--- config.mk ---
export PLATFORM = sky130hd
export DESIGN_NAME = avalon_bus_arbiter_flat
export DESIGN_NICKNAME = d
export VERILOG_FILES = /design/src/rtl/avalon_bus_arbiter_pkg.sv /design/src/rtl/avalon_bus_arbiter_if.sv /design/src/rtl/avalon_bus_arbiter_arb_pick.sv /design/src/rtl/avalon_bus_arbiter.sv /design/src/flat_wrapper.sv
export SDC_FILE = /design/constraint.sdc
export NUM_CORES = 1
export LEC_CHECK = 0
export BUFFER_PORTS_ARGS = -buffer_cell sky130_fd_sc_hd__buf_2
export CAP_MARGIN = 25
export CORE_UTILIZATION = 30
export CTS_BUF_LIST = sky130_fd_sc_hd__clkbuf_8
export DETAILED_ROUTE_END_ITERATION = 6
export RECOVER_POWER = 100
export SKIP_LAST_GASP = 1
export SYNTH_ARGS = -nofsm -noshare
export SYNTH_HDL_FRONTEND = slang
export SYNTH_SLANG_ARGS = --single-unit
export TNS_END_PERCENT = 100
--- constraint.sdc ---
create_clock -name clk -period 3 [get_ports clk]
set_clock_uncertainty 0.2 [all_clocks]
set_input_delay 0.45 -clock clk [delete_from_list [all_inputs] [get_ports clk]]
set_output_delay 0.45 -clock clk [all_outputs]
set_load 0.05 [all_outputs]
--- src/rtl/avalon_bus_arbiter_pkg.sv ---
// Shared types and constants for the Avalon bus arbiter.
// Holds the FSM state enum, the owner encodings and the default widths.
package mips_bus_pkg;

    localparam int ADDR_W = 32;
    localparam int DATA_W = 32;

    localparam logic OWNER_IF = 1'b0;
    localparam logic OWNER_LS = 1'b1;

    typedef enum logic [1:0] {
        IDLE,
        BUSY,
        RESP
    } arb_state_t;

endpackage

--- src/rtl/avalon_bus_arbiter_if.sv ---
// Avalon-MM master port bundle between the arbiter and the bus pins.
// The master modport drives the command; the slave modport returns data and stall.
interface avalon_bus_arbiter_if #(
    parameter int ADDR_W = 32,
    parameter int DATA_W = 32
);
    logic [ADDR_W-1:0]   address;
    logic                read;
    logic                write;
    logic [DATA_W/8-1:0] byteenable;
    logic [DATA_W-1:0]   writedata;
    logic [DATA_W-1:0]   readdata;
    logic                waitrequest;

    modport master (
        output address, read, write, byteenable, writedata,
        input  readdata, waitrequest
    );

    modport slave (
        input  address, read, write, byteenable, writedata,
        output readdata, waitrequest
    );
endinterface

--- src/rtl/avalon_bus_arbiter_arb_pick.sv ---
// Combinational winner select between fetch and load/store.
// ARB_ROUND_ROBIN_EN: on a tie the requester other than owner wins; else load/store wins.
module arb_pick
    import mips_bus_pkg::*;
(
    input  logic if_req,
    input  logic ls_req,
`ifdef ARB_ROUND_ROBIN_EN
    input  logic owner,
`endif
    output logic gnt_vld,
    output logic gnt_ls
);

    // Pick a winner; a lone request always wins.
    always_comb begin
        gnt_vld = if_req | ls_req;
`ifdef ARB_ROUND_ROBIN_EN
        if (if_req && ls_req) begin
            gnt_ls = (owner == OWNER_IF);
        end else begin
            gnt_ls = ls_req;
        end
`else
        gnt_ls = ls_req;
`endif
    end

endmodule

--- src/rtl/avalon_bus_arbiter.sv ---
// Shares one Avalon-MM master between instruction fetch and load/store.
// ARB_ROUND_ROBIN_EN selects alternating grants on ties (default: load/store first).
module avalon_bus_arbiter
    import mips_bus_pkg::*;
#(
    parameter int ADDR_W = mips_bus_pkg::ADDR_W,
    parameter int DATA_W = mips_bus_pkg::DATA_W
) (
    input  logic                clk,
    input  logic                reset,

    input  logic                if_req,
    input  logic [ADDR_W-1:0]   if_addr,
    output logic                if_ack,
    output logic [DATA_W-1:0]   if_rdata,

    input  logic                ls_req,
    input  logic                ls_we,
    input  logic [ADDR_W-1:0]   ls_addr,
    input  logic [DATA_W-1:0]   ls_wdata,
    input  logic [DATA_W/8-1:0] ls_byteen,
    output logic                ls_ack,
    output logic [DATA_W-1:0]   ls_rdata,

    avalon_bus_arbiter_if.master bus,

    output logic                owner
);

    arb_state_t          state_q;
    logic [ADDR_W-1:0]   addr_q;
    logic [DATA_W-1:0]   wdata_q;
    logic [DATA_W/8-1:0] be_q;
    logic                read_q;
    logic                write_q;
    logic                if_ack_q;
    logic                ls_ack_q;
    logic [DATA_W-1:0]   if_rdata_q;
    logic [DATA_W-1:0]   ls_rdata_q;
    logic                owner_q;

    logic                gnt_vld;
    logic                gnt_ls;

    arb_pick u_pick (
        .if_req  (if_req),
        .ls_req  (ls_req),
`ifdef ARB_ROUND_ROBIN_EN
        .owner   (owner_q),
`endif
        .gnt_vld (gnt_vld),
        .gnt_ls  (gnt_ls)
    );

    // Access FSM: latch the winner's command, hold it through stalls, then ack.
    always_ff @(posedge clk) begin
        if (reset) begin
            state_q    <= IDLE;
            addr_q     <= '0;
            wdata_q    <= '0;
            be_q       <= '0;
            read_q     <= 1'b0;
            write_q    <= 1'b0;
            if_ack_q   <= 1'b0;
            ls_ack_q   <= 1'b0;
            if_rdata_q <= '0;
            ls_rdata_q <= '0;
            owner_q    <= OWNER_IF;
        end else begin
            unique case (state_q)
                IDLE: begin
                    if (gnt_vld) begin
                        state_q <= BUSY;
                        owner_q <= gnt_ls;
                        if (gnt_ls) begin
                            addr_q  <= ls_addr;
                            wdata_q <= ls_wdata;
                            be_q    <= ls_byteen;
                            read_q  <= ~ls_we;
                            write_q <= ls_we;
                        end else begin
                            addr_q  <= if_addr;
                            be_q    <= '1;
                            read_q  <= 1'b1;
                            write_q <= 1'b0;
                        end
                    end
                end
                BUSY: begin
                    if (!bus.waitrequest) begin
                        state_q <= RESP;
                        read_q  <= 1'b0;
                        write_q <= 1'b0;
                        if (owner_q == OWNER_LS) begin
                            ls_ack_q <= 1'b1;
                            if (read_q) ls_rdata_q <= bus.readdata;
                        end else begin
                            if_ack_q <= 1'b1;
                            if (read_q) if_rdata_q <= bus.readdata;
                        end
                    end
                end
                RESP: begin
                    state_q  <= IDLE;
                    if_ack_q <= 1'b0;
                    ls_ack_q <= 1'b0;
                end
                default: begin
                    state_q <= IDLE;
                end
            endcase
        end
    end

    assign bus.address    = addr_q;
    assign bus.read       = read_q;
    assign bus.write      = write_q;
    assign bus.byteenable = be_q;
    assign bus.writedata  = wdata_q;

    assign if_ack   = if_ack_q;
    assign ls_ack   = ls_ack_q;
    assign if_rdata = if_rdata_q;
    assign ls_rdata = ls_rdata_q;
    assign owner    = owner_q;

endmodule
--- src/flat_wrapper.sv ---
// flat-port wrapper written by rule: the top's interface ports become plain ports
module avalon_bus_arbiter_flat import mips_bus_pkg::*;
#(
    parameter int ADDR_W = mips_bus_pkg::ADDR_W,
    parameter int DATA_W = mips_bus_pkg::DATA_W
)
  (clk, reset, if_req, if_addr, if_ack, if_rdata, ls_req, ls_we, ls_addr, ls_wdata, ls_byteen, ls_ack, ls_rdata, owner, bus_address, bus_read, bus_write, bus_byteenable, bus_writedata, bus_readdata, bus_waitrequest);
  avalon_bus_arbiter_if #(.ADDR_W(ADDR_W), .DATA_W(DATA_W)) bus_i ();
  input  logic clk;
  input  logic reset;
  input  logic if_req;
  input  logic [ADDR_W-1:0] if_addr;
  output logic if_ack;
  output logic [DATA_W-1:0] if_rdata;
  input  logic ls_req;
  input  logic ls_we;
  input  logic [ADDR_W-1:0] ls_addr;
  input  logic [DATA_W-1:0] ls_wdata;
  input  logic [DATA_W/8-1:0] ls_byteen;
  output logic ls_ack;
  output logic [DATA_W-1:0] ls_rdata;
  output logic owner;
  output wire logic [$bits(bus_i.address)-1:0] bus_address;
  output wire logic [$bits(bus_i.read)-1:0] bus_read;
  output wire logic [$bits(bus_i.write)-1:0] bus_write;
  output wire logic [$bits(bus_i.byteenable)-1:0] bus_byteenable;
  output wire logic [$bits(bus_i.writedata)-1:0] bus_writedata;
  input wire logic [$bits(bus_i.readdata)-1:0] bus_readdata;
  input wire logic [$bits(bus_i.waitrequest)-1:0] bus_waitrequest;
  assign bus_address = bus_i.address;
  assign bus_read = bus_i.read;
  assign bus_write = bus_i.write;
  assign bus_byteenable = bus_i.byteenable;
  assign bus_writedata = bus_i.writedata;
  assign bus_i.readdata = bus_readdata;
  assign bus_i.waitrequest = bus_waitrequest;
  avalon_bus_arbiter #(.ADDR_W(ADDR_W), .DATA_W(DATA_W)) u_core (.clk(clk), .reset(reset), .if_req(if_req), .if_addr(if_addr), .if_ack(if_ack), .if_rdata(if_rdata), .ls_req(ls_req), .ls_we(ls_we), .ls_addr(ls_addr), .ls_wdata(ls_wdata), .ls_byteen(ls_byteen), .ls_ack(ls_ack), .ls_rdata(ls_rdata), .bus(bus_i), .owner(owner));
endmodule
# ---- Word-level counts from Yosys, hierarchy flattened
# Cells that the tools add are included.
dict set report op_classes {
  n_addsub 0
  n_mul 0
  n_div 0
  order_cmp 0
  eq_ne 6
  shift 0
  muxes 18
  bitwise 4
  n_reduce_logical 11
}
# op n
set op_table {}
lappend op_table {{2-to-1 mux 32 bit} 1}
lappend op_table {{AND reduction 3 bit} 4}
lappend op_table {{2-to-1 mux 1 bit} 9}
lappend op_table {{one-hot mux 1 bit (2 select lines)} 4}
lappend op_table {{AND reduction 4 bit} 2}
lappend op_table {{2-to-1 mux 2 bit} 2}
lappend op_table {{2-to-1 mux 4 bit} 1}
lappend op_table {{!= test 2 x 1 -> 1 bit (second input constant)} 2}
lappend op_table {{!= test 2 bit (second input constant)} 2}
lappend op_table {{one-hot mux 2 bit (2 select lines)} 1}
lappend op_table {{AND reduction 2 bit} 2}
lappend op_table {{nonzero test 2 bit} 2}
lappend op_table {{inverter 1 bit} 3}
lappend op_table {{== test 2 x 1 -> 1 bit (second input constant)} 1}
lappend op_table {{== test 2 bit (second input constant)} 1}
lappend op_table {{zero test 2 bit} 1}
lappend op_table {{OR 1 bit} 1}
dict set report totals {
  reg_bits 139
  latchBits 0
  mem_bits_rw 0
  rom_bits 0
  inputBits 138
  out_inout_bits 137
  word_cells 50
  memories 0
}

# ---- Logic depth before layout (Yosys ltp)
# Gate-level depths: netlist of the first run.
dict set report logic_depth {
  ltp_word 4
  mapped_depth 6
  depth_no_buf 3
}

# ---- Modules after synthesis
# From an unflattened synthesis of the first run, not the netlist that was laid out.
dict set report unflattened {
  cells_unflattened 576
  area_unflattened_um2 5592.9
}
# module instances cells_each area_each_um2 seq_area_each_um2
set by_module_without_submodules {}
lappend by_module_without_submodules {avalon_bus_arbiter 1 574 5579.1 2782.7}
lappend by_module_without_submodules {arb_pick 1 2 13.8 0.0}

# ---- Worst setup path before layout of the first run
# Ideal clock, no wire load.
dict set report synth_timing {
  path_type {input -> register}
  start {input port ls_req}
  end {register u_core.wdata_q[12] (netlist: u_core.bus.writedata[12])}
  setup_time_ps 132
  t_arrival_ps 1373
  required_ps 2668
  setup_slack_ps 1295
  path_stages 6
  path_buffers 3
  cell_sequence {buf_2 or3b_1 buf_2 buf_2 nand2_1 a21oi_1}
}
dict set report synth_via {
  elab_chain_len 2
}
# element line
set synth_lines {}
lappend synth_lines {{start, declared} flat_wrapper.sv:15} ;# input logic ls_req;
lappend synth_lines {{OR 1 bit} avalon_bus_arbiter_arb_pick.sv:17} ;# gnt_vld = if_req | ls_req;
lappend synth_lines {{AND reduction 3 bit (no source line) *} -}
lappend synth_lines {{end signal, assigned} avalon_bus_arbiter.sv:77} ;# wdata_q <= ls_wdata;
lappend synth_lines {{end, declared} avalon_bus_arbiter.sv:32} ;# logic [DATA_W-1:0] wdata_q;
# Every way passes the cells marked *; elsewhere a longest branch is shown, timed or not.
# A chain may end at the register's enable or synchronous reset.

# ---- Final worst setup path of the first run
dict set report layout_timing {
  start {register u_core.state_q[0]}
  end {register u_core.if_rdata_q[24] (netlist: u_core.if_rdata[24])}
}
dict set report layout_via {
  elab_chain_len 2
}
# element line
set layout_lines {}
lappend layout_lines {{start, declared} avalon_bus_arbiter.sv:30} ;# arb_state_t state_q;
lappend layout_lines {{start signal, assigned} avalon_bus_arbiter.sv:58} ;# state_q <= IDLE;
lappend layout_lines {{start signal, assigned} avalon_bus_arbiter.sv:73} ;# state_q <= BUSY;
lappend layout_lines {{start signal, assigned} avalon_bus_arbiter.sv:91} ;# state_q <= RESP;
lappend layout_lines {{== test 2 x 1 -> 1 bit} avalon_bus_arbiter.sv:70} ;# unique case (state_q)
lappend layout_lines {{AND reduction 4 bit (no source line)} -}
lappend layout_lines {{end signal, assigned} avalon_bus_arbiter.sv:99} ;# if (read_q) if_rdata_q <= bus.readdata;
lappend layout_lines {{end, declared} avalon_bus_arbiter.sv:38} ;# logic [DATA_W-1:0] if_rdata_q;
# Every way passes these cells.

==> impl_metrics.env, run 1 <==
export IMPL_layout_drive_gt1_share_pct=21.2
export IMPL_hpwlAfterDp_um=10500
export IMPL_dieArea_mm2=0.0195
export IMPL_syn_to_final_growth_pct=30.0
export IMPL_worstSetupStartpointType="flop"
export IMPL_holdBufCountCts=1
export IMPL_status="finished clean"
export IMPL_initial_utilization_pct=30.6
export IMPL_r2r_setup_slack_ns=0.66
export IMPL_critPathBufInv=1
export IMPL_fin_tns_setup_ns=0
export IMPL_cts_buffers_inserted=17
export IMPL_wl_per_cell_um=13.8
export IMPL_synth_top_area_share_pct=48.8
export IMPL_setup_viol_count_final=0
export IMPL_synth_top_family_by_area="simple AND/OR/NAND/NOR gates"
export IMPL_synth_area_per_cell_um2=9.75
export IMPL_finish_net_count=978
export IMPL_grt_pass1_wl_um=23800
export IMPL_ios=275
export IMPL_numPortBuffers=274
export IMPL_holdCritPathClass="input port to flop"
export IMPL_muxShareOfSynthArea_pct=16.9
export IMPL_die_w_um=140
export IMPL_cp_depth=4
export IMPL_drtIter0Drc=193
export IMPL_final_seq_area_mm2=0.00278
export IMPL_hold_depth=3
export IMPL_synth_simple_area_share_pct=17.9
export IMPL_die_h_um=140
export IMPL_cp_arrival_ns=2.49
export IMPL_reg2regPathDepth=4
export IMPL_stdcell_area_mm2=0.00741
export IMPL_multi_input_area_mm2=0.00261
export IMPL_synthesis_area_mm2=0.00570
export IMPL_first_pass_iters=4
export IMPL_cts_root_buffer="clkbuf_8"
export IMPL_ys_top_cells_by_area="dfxtp_1 (49%), mux2i_1 (17%), nand2b_1 (11%), a21oi_1 (6.3%), nand2_1 (4.4%)"
export IMPL_tritoncts="yes"
export IMPL_timing_fmax_ghz=0.428
export IMPL_synth_largest_area_cell="dfxtp_1"
export IMPL_placementRows=50
export IMPL_final_period_utilization_pct=78.0
export IMPL_grtUsageTotal_pct=15.4
export IMPL_worst_path_max_fanout=10
export IMPL_dp_cells=1054
export IMPL_antenna_found_initial=2
export IMPL_drc=0
export IMPL_num_fill_cells=1962
export IMPL_maxCapViolCount=0
export IMPL_cts_htree_levels=4
export IMPL_cp_required_ns=3.15
export IMPL_synth_compound_area_share_pct=11.3
export IMPL_ys_seq_elements=139
export IMPL_synthAdderAreaFrac_pct=0
export IMPL_final_common_cell="dfxtp_1"
export IMPL_total_leakage_power_nw=3.13
export IMPL_p_per_area_mw_per_mm2=603
export IMPL_dpl_cell_area_mm2=0.00719
export IMPL_yosysSeqAreaShare_pct=48.8
export IMPL_n_antenna_cell=0
export IMPL_tightestPinTransition_ns=0.857
export IMPL_post_cts_setup_buffers=0
export IMPL_drt_total_wl_um=15100
export IMPL_ys_warn_count=0
export IMPL_syn_nets=722
export IMPL_synth_xor_area_share_pct=0
export IMPL_num_vias=4883
export IMPL_cts_path_max_buffers=2
export IMPL_slowest_stage="clkbuf_1"
export IMPL_post_cts_resize_count=0
export IMPL_avgViaCountPerCell=4.49
export IMPL_overflow=0
export IMPL_rsz0062_at_grt="no"
export IMPL_ir_worst_vdd_v=0.000225
export IMPL_first_global_vias=4662
export IMPL_coreArea_mm2=0.0186
export IMPL_cts_sinks=139
export IMPL_postSynthCellCount=584
export IMPL_clk_latency_ns=0.43
export IMPL_cpPeakStageDelay_ns=0.64
export IMPL_worstSetupEndpointType="flop"
export IMPL_slew_viol_final=0
export IMPL_worstPathCellList="or3b_1 > nor3b_1 > clkbuf_1 > mux2i_1"
export IMPL_grt_max_degree=74
export IMPL_min_period_ns=2.34
export IMPL_finalNonFillerCells=1087
export IMPL_synth_distinct_cells=29
export IMPL_clk_pin_slew_worst_paths_ns=0.08
export IMPL_place_gp_congestion=0.748
export IMPL_critical_path_top_delay_family="simple AND/OR/NAND/NOR gates"
export IMPL_finalHoldViolCount=0
export IMPL_layout_common_cells="dfxtp_1 (139), clkbuf_1 (138), buf_2 (136)"
export IMPL_critPathKind="flop to flop"
export IMPL_relSlewSlack_pct=42.9
export IMPL_ant_nets=0
==> cell usage after synthesis <==
library cell,n
and2_1,1
or2_1,1
buf_2,25
or3b_1,1
nor2_1,7
o21ai_0,2
o32ai_1,1
a211oi_1,31
dfxtp_1,139
buf_4,1
inv_1,2
nor3b_4,1
clkbuf_1,14
nand3b_2,1
nor3_1,4
nand2_1,67
buf_1,2
nor3b_2,2
nand2b_1,97
a21bo_2,1
and3_1,1
nand4_1,1
a211oi_2,1
nand3_1,3
or3b_4,1
mux2i_1,96
a21oi_1,72
buf_6,8
a221oi_1,1
==> registers in the layout, indices dropped and copies added, names as in the netlist <==
| register | count |
|---|---|
| u_core.if_ack | 1 |
| u_core.ls_ack | 1 |
| u_core.bus.writedata | 32 |
| u_core.bus.byteenable | 4 |
| u_core.state_q | 2 |
| u_core.bus.read | 1 |
| u_core.if_rdata | 32 |
| u_core.bus.write | 1 |
| u_core.owner | 1 |
| u_core.ls_rdata | 32 |
| u_core.bus.address | 32 |
==> logic make-up after synthesis <==
| family | Yosys count |
|---|---|
| buffers and inverters | 52 |
| muxes | 96 |
| DFF | 139 |
| and+or+nand+nor | 188 |
| AOI/OAI and AO/OA | 109 |
==> path summary, 6_finish.rpt <==
| check | startpoint | end |
|---|---|---|
| setup reg to reg | u_core.state_q[0]$_SDFFE_PP0P_ | u_core.if_rdata[24]$_SDFFE_PP0P_ |
| setup / recovery | u_core.state_q[0]$_SDFFE_PP0P_ | u_core.if_rdata[24]$_SDFFE_PP0P_ |
| hold reg to reg | u_core.bus.writedata[1]$_SDFFE_PP0P_ | u_core.bus.writedata[1]$_SDFFE_PP0P_ |
| hold / removal | ls_wdata[30] | u_core.bus.writedata[30]$_SDFFE_PP0P_ |
==> report_power, final <==
group          switching, mW  total [mW]  internal (mW)
Sequential            0.0588        2.00           1.95
Clock                  0.738        1.60          0.859
Combinational          0.622       0.862          0.241
==> routing by layer <==
| metal | GRT usage, % | vias up | share of wire [%] |
|---|---|---|---|
| li1 | - | 2496 | - |
| met4 | 5.61 | 4 | 1.2 |
| met2 | 25.1 | 177 | 46 |
| met1 | 19.3 | 2187 | 47 |
| met5 | 0 | - | 0.15 |
| met3 | 4.34 | 19 | 5.4 |
==> stage by stage <==
step / util, % / setup WS [ns] / power (mW) / hold slack, ns
finish: 39.7 / 0.661 / 4.46 / 0.0453
floorplan: - / 1.30 / 2.70 / 0.361
global route: 39.7 / 0.509 / 4.69 / 0.0181
detailed placement: 38.6 / 0.980 / 2.95 / 0.243
global placement: 38.6 / 1.00 / 2.95 / 0.239
CTS: 40.8 / 0.982 / 4.57 / 0.00736
==> worst reg2reg max path, cell delays in order (launching register included) <==
cell	delay [ns]
dfxtp_1	0.52
or3b_1	0.44
nor3b_1	0.20
clkbuf_1	0.64
mux2i_1	0.26
==> final cells by class <==
class                      instances  share of cell area (%)
sequential                       139                    37.6
multi-input combinational        393                    35.2
inverter                           2                   0.101
clock buffer                      19                    3.53
timing repair buffer             287                    17.6
tap                              234                    3.95
clock inverter                    13                    2.04
Note: power is estimated with default switching activity, not from simulation.
==> run 2: changes to the inputs <==
==> constraint.sdc (replaced) <==
create_clock -name clk -period 2 [get_ports clk]
set_clock_uncertainty 0.2 [all_clocks]
set_input_delay 0.3 -clock clk [delete_from_list [all_inputs] [get_ports clk]]
set_output_delay 0.3 -clock clk [all_outputs]
set_load 0.05 [all_outputs]
==> impl_metrics.env, run 2 (synthesis results as in run 1) <==
export IMPL_die_h_um=140
export IMPL_cts_path_max_buffers=2
export IMPL_final_period_utilization_pct=95.3
export IMPL_maxCapViolCount=0
export IMPL_tightestPinTransition_ns=0.688
export IMPL_cts_htree_levels=4
export IMPL_critPathKind="input port to flop"
export IMPL_clk_latency_ns=0.42
export IMPL_drtIter0Drc=163
export IMPL_relSlewSlack_pct=54.3
export IMPL_numPortBuffers=274
export IMPL_finalHoldViolCount=0
export IMPL_timing_fmax_ghz=0.525
export IMPL_tritoncts="yes"
export IMPL_post_cts_resize_count=0
export IMPL_ir_worst_vdd_v=0.000464
export IMPL_rsz0062_at_grt="no"
export IMPL_holdCritPathClass="input port to flop"
export IMPL_first_global_vias=5277
export IMPL_slew_viol_final=0
export IMPL_cts_buffers_inserted=17
export IMPL_hpwlAfterDp_um=10400
export IMPL_ant_nets=0
export IMPL_status="finished clean"
export IMPL_grt_max_degree=113
export IMPL_cp_arrival_ns=2.06
export IMPL_reg2regPathDepth=5
export IMPL_antenna_found_initial=0
export IMPL_p_per_area_mw_per_mm2=801
export IMPL_setup_viol_count_final=0
export IMPL_fin_ws_ns=0.0948
export IMPL_ios=275
export IMPL_worst_path_max_fanout=10
export IMPL_utilization_pct=45.6
export IMPL_hold_depth=3
export IMPL_drt_total_wl_um=16700
export IMPL_initial_utilization_pct=30.6
export IMPL_first_pass_iters=4
export IMPL_grtUsageTotal_pct=17.0
export IMPL_cts_sinks=139
export IMPL_placementRows=50
export IMPL_syn_to_final_growth_pct=49.2
export IMPL_final_common_cell="dfxtp_1"
export IMPL_layout_drive_gt1_share_pct=19.8
export IMPL_grt_pass1_wl_um=26400
export IMPL_clk_pin_slew_worst_paths_ns=0.08
export IMPL_min_period_ns=1.91
export IMPL_num_vias=5335
export IMPL_worstSetupEndpointType="flop"
export IMPL_drc=0
export IMPL_overflow=0
export IMPL_place_ws_ns=0.270
export IMPL_die_w_um=140
export IMPL_worstSetupStartpointType="input port"
export IMPL_total_leakage_power_nw=3.58
export IMPL_cp_required_ns=2.15
export IMPL_place_gp_congestion=0.758
export IMPL_finish_net_count=1080
export IMPL_cts_root_buffer="clkbuf_8"
export IMPL_coreArea_mm2=0.0186
export IMPL_layout_common_cells="dfxtp_1 (139), clkbuf_1 (136), buf_2 (135)"
export IMPL_avgViaCountPerCell=4.49
export IMPL_n_antenna_cell=0
export IMPL_wl_per_cell_um=14.0
export IMPL_stdcell_area_mm2=0.00850
export IMPL_dpl_cell_area_mm2=0.00728
export IMPL_dieArea_mm2=0.0195
export IMPL_fin_tns_setup_ns=0
==> run 2: cell types whose count changed in the layout (fill, tap and decap cells not counted), sizes merged <==
cell / previous run / this run
clkbuf: 160 / 163
dlygate4sd3: 1 / 101
inv: 6 / 5
bufinv: 3 / 2
==> run 2: per-stage QoR <==
| step | hold WS (ns) | std cells | power, mW |
|---|---|---|---|
| after floorplan | 0.211 | 584 | 4.04 |
| after detailed placement | 0.243 | 1056 | 4.45 |
| final | 0.0340 | 1188 | 6.80 |
| after global routing | 0.0115 | 1188 | 7.15 |
| after global placement | 0.240 | 1056 | 4.45 |
| after CTS | 0.00313 | 1188 | 6.95 |
==> run 2: path summary, 6_finish.rpt <==
check                                       startpoint                              endpoint  slack, ns
setup / recovery                       bus_waitrequest      u_core.if_rdata[22]$_SDFFE_PP0P_       0.09
hold / removal                              if_addr[1]    u_core.bus.address[1]$_SDFFE_PP0P_       0.03
setup reg to reg        u_core.state_q[0]$_SDFFE_PP0P_  u_core.bus.writedata[4]$_SDFFE_PP0P_       0.17
hold reg to reg   u_core.bus.writedata[3]$_SDFFE_PP0P_  u_core.bus.writedata[3]$_SDFFE_PP0P_       0.25
==> run 2: area by class of cell <==
cell class              instances  area (µm²)
repair buffers                389        2390
fillers                      1853       10100
multi-input cells             393        2630
clock inverters                11         119
well taps                     234         293
inverters                       2        7.51
flip-flops and latches        139        2780
clock buffers                  20         275
==> run 2: what timing repair did <==
action                                 CTS  global route
hold buffers                           101             0
buffers inserted                         0             0
endpoints found under the hold margin  121             0
==> run 2: metal layers <==
layer	vias to the layer above	share of wire (%)	GRT usage, %
met2	196	48	29.9
met1	2418	44	19.6
met5	-	0	0
met3	14	6.4	5.64
met4	0	1.2	4.63
li1	2707	-	-
==> run 2: power breakdown <==
group          internal, mW  total, mW  switching (mW)
Clock                  1.20       2.29            1.10
Sequential             2.92       3.00          0.0838
Combinational         0.519       1.51           0.988
Total                  4.64       6.80            2.17
==> run 2: critical path, stage by stage <==
cell,delay [ns]
dlygate4sd3_1,0.55
clkbuf_1,0.16
or3b_1,0.42
nor3b_2,0.25
buf_12,0.18
mux2i_1,0.18
